--- src/rtl/cpu_run_ctrl_pkg.sv ---
// ============================================================================
// Module : cpu_run_ctrl_pkg
// Brief  : Shared state encoding and helpers for the CPU run/step controller.
// Rev    : 1.0
// ============================================================================
`default_nettype none

package cpu_run_ctrl_pkg;

  // Encoding is visible on the state port and read by the board debug mux.
  typedef enum logic [1:0] {
    ST_HALT  = 2'b00,
    ST_STEP  = 2'b01,
    ST_RUN   = 2'b10,
    ST_BREAK = 2'b11
  } run_state_e;

  function automatic logic state_is_halted(input run_state_e s);
    return (s == ST_HALT) || (s == ST_BREAK);
  endfunction

endpackage

`default_nettype wire

--- src/rtl/cpu_run_ctrl_step_debouncer.sv ---
// ============================================================================
// Module : step_debouncer
// Brief  : Step-button synchroniser, debouncer and rising-edge pulse.
// Rev    : 1.0
// ============================================================================
`default_nettype none

module step_debouncer #(
  parameter int DEBOUNCE_CYCLES = 1000000
) (
  input  logic clk,
  input  logic rst,
  input  logic step_i,
  output logic step_evt_o
);

  localparam int                CNT_W    = $clog2(DEBOUNCE_CYCLES + 1);
  localparam logic [CNT_W-1:0]  CNT_LAST = CNT_W'(DEBOUNCE_CYCLES - 1);

  logic             sync1_q;
  logic             sync2_q;
  logic             stable_q;
  logic             stable_d;
  logic             stable_dly_q;
  logic [CNT_W-1:0] cnt_q;
  logic [CNT_W-1:0] cnt_d;

  // A level change is accepted only after DEBOUNCE_CYCLES consecutive differing samples.
  always_comb begin
    stable_d = stable_q;
    cnt_d    = cnt_q;
    if (sync2_q == stable_q) begin
      cnt_d = '0;
    end else if (cnt_q == CNT_LAST) begin
      stable_d = sync2_q;
      cnt_d    = '0;
    end else begin
      cnt_d = cnt_q + CNT_W'(1);
    end
  end

  always_ff @(posedge clk or posedge rst) begin
    if (rst) begin
      sync1_q      <= 1'b0;
      sync2_q      <= 1'b0;
      stable_q     <= 1'b0;
      stable_dly_q <= 1'b0;
      cnt_q        <= '0;
    end else begin
      sync1_q      <= step_i;
      sync2_q      <= sync1_q;
      stable_q     <= stable_d;
      stable_dly_q <= stable_q;
      cnt_q        <= cnt_d;
    end
  end

  assign step_evt_o = stable_q & ~stable_dly_q;

endmodule

`default_nettype wire

--- src/rtl/cpu_run_ctrl.sv ---
// ============================================================================
// Module : cpu_run_ctrl
// Brief  : Run/step/breakpoint sequencer issuing a one-clk cpu_tick enable.
// Rev    : 1.0
// ============================================================================
`default_nettype none

module cpu_run_ctrl
  import cpu_run_ctrl_pkg::*;
#(
  parameter int DIV             = 2,
  parameter int DEBOUNCE_CYCLES = 1000000
) (
  input  logic        clk,
  input  logic        rst,
  input  logic        run,
  input  logic        step,
  input  logic        bp_enable,
  input  logic [31:0] bp_addr,
  input  logic [31:0] pc,
  input  logic        clr_count,
  output logic        cpu_tick,
  output logic        halted,
  output logic        break_hit,
  output logic [1:0]  state,
  output logic [31:0] cycle_count
);

  localparam int               DIV_W    = (DIV > 1) ? $clog2(DIV) : 1;
  localparam logic [DIV_W-1:0] DIV_LAST = DIV_W'(DIV - 1);

  logic [DIV_W-1:0] div_cnt_q;
  logic             slot;
  logic             step_evt;
  run_state_e       state_q;
  run_state_e       state_d;
  logic             tick_q;
  logic             tick_d;
  logic [31:0]      cycle_count_q;
  logic [31:0]      cycle_count_d;

  step_debouncer #(
    .DEBOUNCE_CYCLES (DEBOUNCE_CYCLES)
  ) u_step_debouncer (
    .clk        (clk),
    .rst        (rst),
    .step_i     (step),
    .step_evt_o (step_evt)
  );

  assign slot = (div_cnt_q == DIV_LAST);

  // Tick is decided in the slot cycle and presented, registered, one clk later.
  always_comb begin
    state_d = state_q;
    tick_d  = 1'b0;
    unique case (state_q)
      ST_HALT: begin
        if (run)           state_d = ST_RUN;
        else if (step_evt) state_d = ST_STEP;
      end
      ST_STEP: begin
        if (slot) begin
          tick_d  = 1'b1;
          state_d = ST_HALT;
        end
      end
      ST_RUN: begin
        if (!run) begin
          state_d = ST_HALT;
        end else if (slot) begin
          if (bp_enable && (pc == bp_addr)) state_d = ST_BREAK;
          else                              tick_d  = 1'b1;
        end
      end
      ST_BREAK: begin
        if (step_evt)  state_d = ST_STEP;
        else if (!run) state_d = ST_HALT;
      end
      default: state_d = ST_HALT;
    endcase
  end

  always_comb begin
    cycle_count_d = cycle_count_q;
    if (clr_count)   cycle_count_d = '0;
    else if (tick_q) cycle_count_d = cycle_count_q + 32'd1;
  end

  always_ff @(posedge clk or posedge rst) begin
    if (rst) begin
      div_cnt_q     <= '0;
      state_q       <= ST_HALT;
      tick_q        <= 1'b0;
      cycle_count_q <= '0;
    end else begin
      div_cnt_q     <= (div_cnt_q == DIV_LAST) ? '0 : div_cnt_q + DIV_W'(1);
      state_q       <= state_d;
      tick_q        <= tick_d;
      cycle_count_q <= cycle_count_d;
    end
  end

  assign cpu_tick    = tick_q;
  assign halted      = state_is_halted(state_q);
  assign break_hit   = (state_q == ST_BREAK);
  assign state       = state_q;
  assign cycle_count = cycle_count_q;

endmodule

`default_nettype wire

--- config.mk ---
export PLATFORM = sky130hd
export DESIGN_NAME = cpu_run_ctrl
export DESIGN_NICKNAME = d
export VERILOG_FILES = /design/src/rtl/cpu_run_ctrl_pkg.sv /design/src/rtl/cpu_run_ctrl_step_debouncer.sv /design/src/rtl/cpu_run_ctrl.sv
export SDC_FILE = /design/constraint.sdc
export NUM_CORES = 1
export LEC_CHECK = 0
export ABC_AREA = 0
export CORE_ASPECT_RATIO = 1.75
export CORE_UTILIZATION = 50
export CTS_BUF_LIST = sky130_fd_sc_hd__clkbuf_8 sky130_fd_sc_hd__clkbuf_16
export DETAILED_ROUTE_END_ITERATION = 8
export PLACE_DENSITY = 0.88
export SETUP_SLACK_MARGIN = 0.4
export SYNTH_ARGS = -nofsm -noshare
export SYNTH_HDL_FRONTEND = slang
export SYNTH_SLANG_ARGS = --single-unit
--- constraint.sdc ---
create_clock -name clk -period 3.5 [get_ports clk]
set_input_delay 0.7 -clock clk [delete_from_list [all_inputs] [get_ports clk]]
set_output_delay 0.7 -clock clk [all_outputs]
set_load 0.03 [all_outputs]
# After elaboration in Yosys (flattened, before gate mapping)
# Cells that the tools add are included.
[classes]
addsub = 3
n_eq_ne = 11
mux = 19
n_bitwise = 3
reduce_logical = 6
[ops]
columns = ["op", "n"]
rows = [
  ["32-bit two-way mux", 2],
  ["20-bit two-way mux", 2],
  ["32-bit by 1-bit adder with 32-bit output, second input constant", 1],
  ["32-bit equality test", 1],
  ["20-bit by 1-bit adder with 20-bit output, second input constant", 1],
  ["20-bit equality test, second input constant", 1],
  ["2-bit two-way mux", 8],
  ["3-bit inequality test, second input constant", 3],
  ["2-bit case mux with 4 select lines", 1],
  ["1-bit two-way mux", 5],
  ["5-bit AND reduction", 1],
  ["2-bit equality test, second input constant", 2],
  ["3-bit by 2-bit inequality test with 1-bit output, second input constant", 1],
  ["2-bit by 1-bit equality test with 1-bit output, second input constant", 1],
  ["2-bit zero test", 1],
  ["2-bit inequality test, second input constant", 1],
  ["1-bit inverter", 2],
  ["1-bit case mux with 2 select lines", 1],
  ["2-bit AND reduction", 1],
  ["2-bit nonzero test", 1],
  ["1-bit adder, second input constant", 1],
  ["1-bit bitwise AND", 1],
  ["1-bit equality test", 1],
  ["1-bit logical AND", 1],
  ["1-bit logical OR", 1],
]
[totals]
register_bits = 60
in_bits = 70
out_inout_bits = 37
wordCells = 51

# Depth between registers and ports, before layout
[depth]
depth_word = 6
depth_mapped = 7
depth_no_buf = 7

# By module
# A second synthesis with hierarchy kept.
[hier_totals]
cells_unflattened = 354
area_unflattened_um2 = 3520.9
[by_module_without_submodules]
columns = ["module", "n_inst", "cells_per_inst", "area_each_um2", "seq_area_each_um2"]
rows = [
  ["cpu_run_ctrl", 1, 244, 2339.7, 900.9],
  ["step_debouncer", 1, 110, 1181.1, 600.6],
]

# Least setup slack after synthesis
# No wires, ideal clock.
[synth_path]
path_kind = "input-to-reg"
start = "in clr_count"
end = "reg cycle_count_q[17], in the netlist cycle_count[17]"
setup_ns = 0.132
arrival_ns = 1.816
required_ns = 3.368
path_slack_ns = 1.552
cell_stages = 7
path_buffers = 2
path_cell_list = "buf_2 o21ai_0 nor3_1 buf_2 nand4_1 xnor2_1 nor2_1"
[synth_via]
elab_chain_cells = 1
elab_cells_between_ends = 2
cone_classes = "mux: 1; reduce/logical: 1"
[synth_lines]
columns = ["element", "line", "source"]
rows = [
  ["from (decl)", "cpu_run_ctrl.sv:21", "input logic clr_count,"],
  ["32-bit two-way mux or 2-bit nonzero test (tied branches)", "n/a", ""],
  ["to (signal assigned)", "cpu_run_ctrl.sv:100", "cycle_count_q <= cycle_count_d;"],
  ["to (decl)", "cpu_run_ctrl.sv:39", "logic [31:0] cycle_count_q;"],
]
# Several ways; a longest one is shown, not always the timed one.
# A chain may end at the register's enable or synchronous reset.

# Worst setup path after layout
[layout_path]
start = "reg state_q[0], in the netlist state[0]"
end = "out halted"
[layout_via]
elab_chain_cells = 2
elab_cells_between_ends = 3
cone_classes = "eq/ne: 1; reduce/logical: 2"
[layout_lines]
columns = ["element", "line", "source"]
rows = [
  ["from (decl)", "cpu_run_ctrl.sv:35", "run_state_e state_q;"],
  ["from (signal assigned)", "cpu_run_ctrl.sv:98", "state_q <= state_d;"],
  ["2-bit equality test or 2-bit zero test (tied branches)", "cpu_run_ctrl_pkg.sv:19", "return (s == ST_HALT) || (s == ST_BREAK);"],
  ["1-bit logical OR (*)", "cpu_run_ctrl_pkg.sv:19", ""],
  ["to (decl)", "cpu_run_ctrl.sv:23", "output logic halted,"],
]
# Mark *: on every way between the ends. The rest lies on a longest branch, timed or not.

==> qor.yml <==
status:
  outcome: "finished, final reports clean"
critical_path:
  r2r_cells: 5
  critical_path_class: "reg2out"
  critical_path_arrival_ns: 1.97
  end_kind: "output port"
  critPathMaxFanout: 7
  crit_start: "state[0]"
  path_common_cell: "inv_1"
  r2r_end: "cycle_count[31]"
  crit_chain: "inv_1, ha_1, inv_1, clkdlybuf4s50_1"
  rrSetupSlack_ns: 1.39
  reg2reg_from: "cycle_count[8]"
  crit_slowest_cell: "clkdlybuf4s50_1"
  endpoint: "halted"
  crit_required_ns: 2.80
  critPathLaunchType: "flop"
  cpPeakStageDelay_ns: 0.67
power_and_ir_drop:
  share_comb_of_total_power_pct: 19.2
  pwr-share-seq_pct: 34.1
  p_sw_w: 0.000560
  p_int_w: 0.00162
  clkPwrFrac_pct: 46.8
  swShare_pct: 25.7
  powerDensity_mw_per_mm2: 449
  p_leak_nw: 2.04
  irDropWorstVdd_uv: 324
placement:
  place_ws_ns: 0.967
  numPortBuffers: 106
  gp_congestion: 0.894
  dp_hpwl_um: 6180
timing:
  drv_slew: 0
  hold_violations: 0
  finalCritPeriodShare_pct: 76.4
  relSlewSlack_pct: 52.1
  fin_crit_ns: 2.67
  fin_skew_ns: 0.00863
  finalSetupTns_ns: 0
  hold_slack_ns: 0.358
  tightest_slew_ns: 0.714
  max_freq_ghz: 0.374
  setup_viol: 0
  rsz0062_at_grt: "no"
  setup_ws_ns: 0.826
logic_synthesis:
  synthesis.instances: 347
  synthArstFlopShare_pct: 100
  synthesis.nets: 424
  yosys_warnings: 0
  ys.flop_type: "dfrtp_1"
  synthDistinctLibCells: 39
  synth-edff-count: 0
  syn_avg_cell_area_um2: 9.65
  synth_seq_area_share_pct: 44.9
  ys_seq_elements: 60
  syn_area_mm2: 0.00335
die:
  start_util_pct: 51.6
  die_w_um: 63.8
  core_mm2: 0.00649
  rows: 39
  num_io_pins: 107
  fp.dieH_um: 110
  dieArea_mm2: 0.00704
route:
  drt-initial-drc-count: 229
  wire_per_inst_um: 15.5
  vias_per_cell: 5.62
  num_vias: 3074
  drc_errors: 0
  drtPass1Iterations: 4
  wirelength_um: 8490
  final_antenna_net_count: 0
grt:
  antenna_found_initial: 0
  grt_remaining_overflow: 0
  grt_max_degree: 52
  grt_first_pass_wirelength_um: 14300
  first_global_vias: 3290
  track_usage_pct: 26.8
final_layout:
  diodes: 0
  nNetsFinal: 537
  drive_gt1_share_pct: 6.02
  area_growth_pct: 44.9
  final_util_pct: 74.7
clocking:
  cts_made_buffers: 9
  clk_pin_slew_ns: 0.05
  clk_latency_ns: 0.33
  cts-resized-gates: 0
  post_cts.repair.setup_buffers: 0
  cts_max_level: 3
  cts-root-buf: "clkbuf_16"
  cts_hold_buf: 0
  cts_sinks: 60
  ctsLongestPathBuffers: 2
  cts_tree: "built"
worst_hold_path:
  min_path_type: "reg2reg"
job:
  drv_cap: 0
cells in the final DEF (no fill, tap or decap), drive strengths merged, types with 2 or more instances in the layout:
master / count
clkinvlp: 2
inv: 12
bufinv: 3
xor2: 53
mux2i: 2
buf: 5
and3: 8
clkdlybuf4s50: 106
clkbuf: 9
and2: 2
nand4: 24
nor2b: 2
a21oi: 3
xnor2: 26
nand3: 23
nor2: 54
or3: 4
nor4b: 2
nand2: 20
o211ai: 2
nor4: 11
nand4bb: 2
dfrtp: 60
and4: 2
nor3: 7
o21ai: 3
ha: 7
flip-flops by register name, indices dropped and copies added (netlist names):
| register | count |
|---|---|
| u_step_debouncer.sync2_q | 1 |
| u_step_debouncer.cnt_q | 20 |
| u_step_debouncer.sync1_q | 1 |
| state | 2 |
| u_step_debouncer.stable_q | 1 |
| cycle_count | 32 |
| u_step_debouncer.stable_dly_q | 1 |
| cpu_tick | 1 |
| div_cnt_q | 1 |
Yosys cell counts (all sizes together), types with 5 or more instances:
cell type / number / area (µm²)
dfrtp: 60 / 1500
nor2: 54 / 203
xor2: 53 / 464
xnor2: 26 / 228
nand4: 24 / 156
nand3: 23 / 115
nand2: 20 / 77.6
inv: 11 / 41.3
nor4: 11 / 83.8
and3: 8 / 50.1
ha: 7 / 87.6
nor3: 7 / 35.0
buf: 5 / 30.0
final cells by class:
| class | instances | area (µm²) |
|---|---|---|
| Clock inverter | 7 | 123 |
| Tap cell | 82 | 103 |
| Timing Repair Buffer | 111 | 1100 |
| Multi-Input combinational cell | 267 | 1760 |
| Sequential cell | 60 | 1500 |
| Clock buffer | 9 | 225 |
| Fill cell | 434 | 1640 |
| Inverter | 11 | 41.3 |
through the flow:
stage	area (µm²)	instances	total power [W]
global placement	4500	531	0.00115
floorplan	3350	347	0.000974
CTS	4850	547	0.00219
finish	4850	547	0.00218
global route	4850	547	0.00225
detailed placement	4500	531	0.00116
power by group through the flow:
stage | clock network, W | registers (W) | logic (W)
finish | 0.00102 | 0.000741 | 0.000417
global placement | 0 | 0.000752 | 0.000399
global route | 0.00106 | 0.000744 | 0.000446
CTS | 0.00103 | 0.000741 | 0.000421
floorplan | 0 | 0.000771 | 0.000203
detailed placement | 0 | 0.000753 | 0.000410
layer usage:
layer  part of all wire [%]  GRT usage [%]  vias to the layer above
met3                    5.6           6.28                       27
met1                     33           23.7                     1485
met2                     58           54.3                      145
li1                       -              -                     1417
met4                    2.9           13.6                        0
met5                      0              0                        -
worst max-delay path: cells and delay by family (launching register included):
kind / cells / cell delay (ns)
buffers and inverters: 3 / 0.89
DFF: 1 / 0.46
adders and majority gates: 1 / 0.30
worst min path at each step:
stage                             startpoint                       end  slack (ns)  depth (start not counted)
global route        u_step_debouncer.sync1_q  u_step_debouncer.sync2_q        0.36                          0
CTS                 u_step_debouncer.sync1_q  u_step_debouncer.sync2_q        0.37                          0
floorplan           u_step_debouncer.sync1_q  u_step_debouncer.sync2_q        0.33                          0
global placement    u_step_debouncer.sync1_q  u_step_debouncer.sync2_q        0.34                          0
finish              u_step_debouncer.sync1_q  u_step_debouncer.sync2_q        0.36                          0
detailed placement  u_step_debouncer.sync1_q  u_step_debouncer.sync2_q        0.35                          0
logic make-up after synthesis:
family / count (synthesis) / synth area share [%]
mux: 3 / 0.935
simple gates: 165 / 25.7
xor+xnor: 79 / 20.7
buf+inv: 20 / 2.62
compound gates: 13 / 2.62
fa+ha+maj: 7 / 2.62
flops: 60 / 44.9
Power figures use the tool's default switching activity.
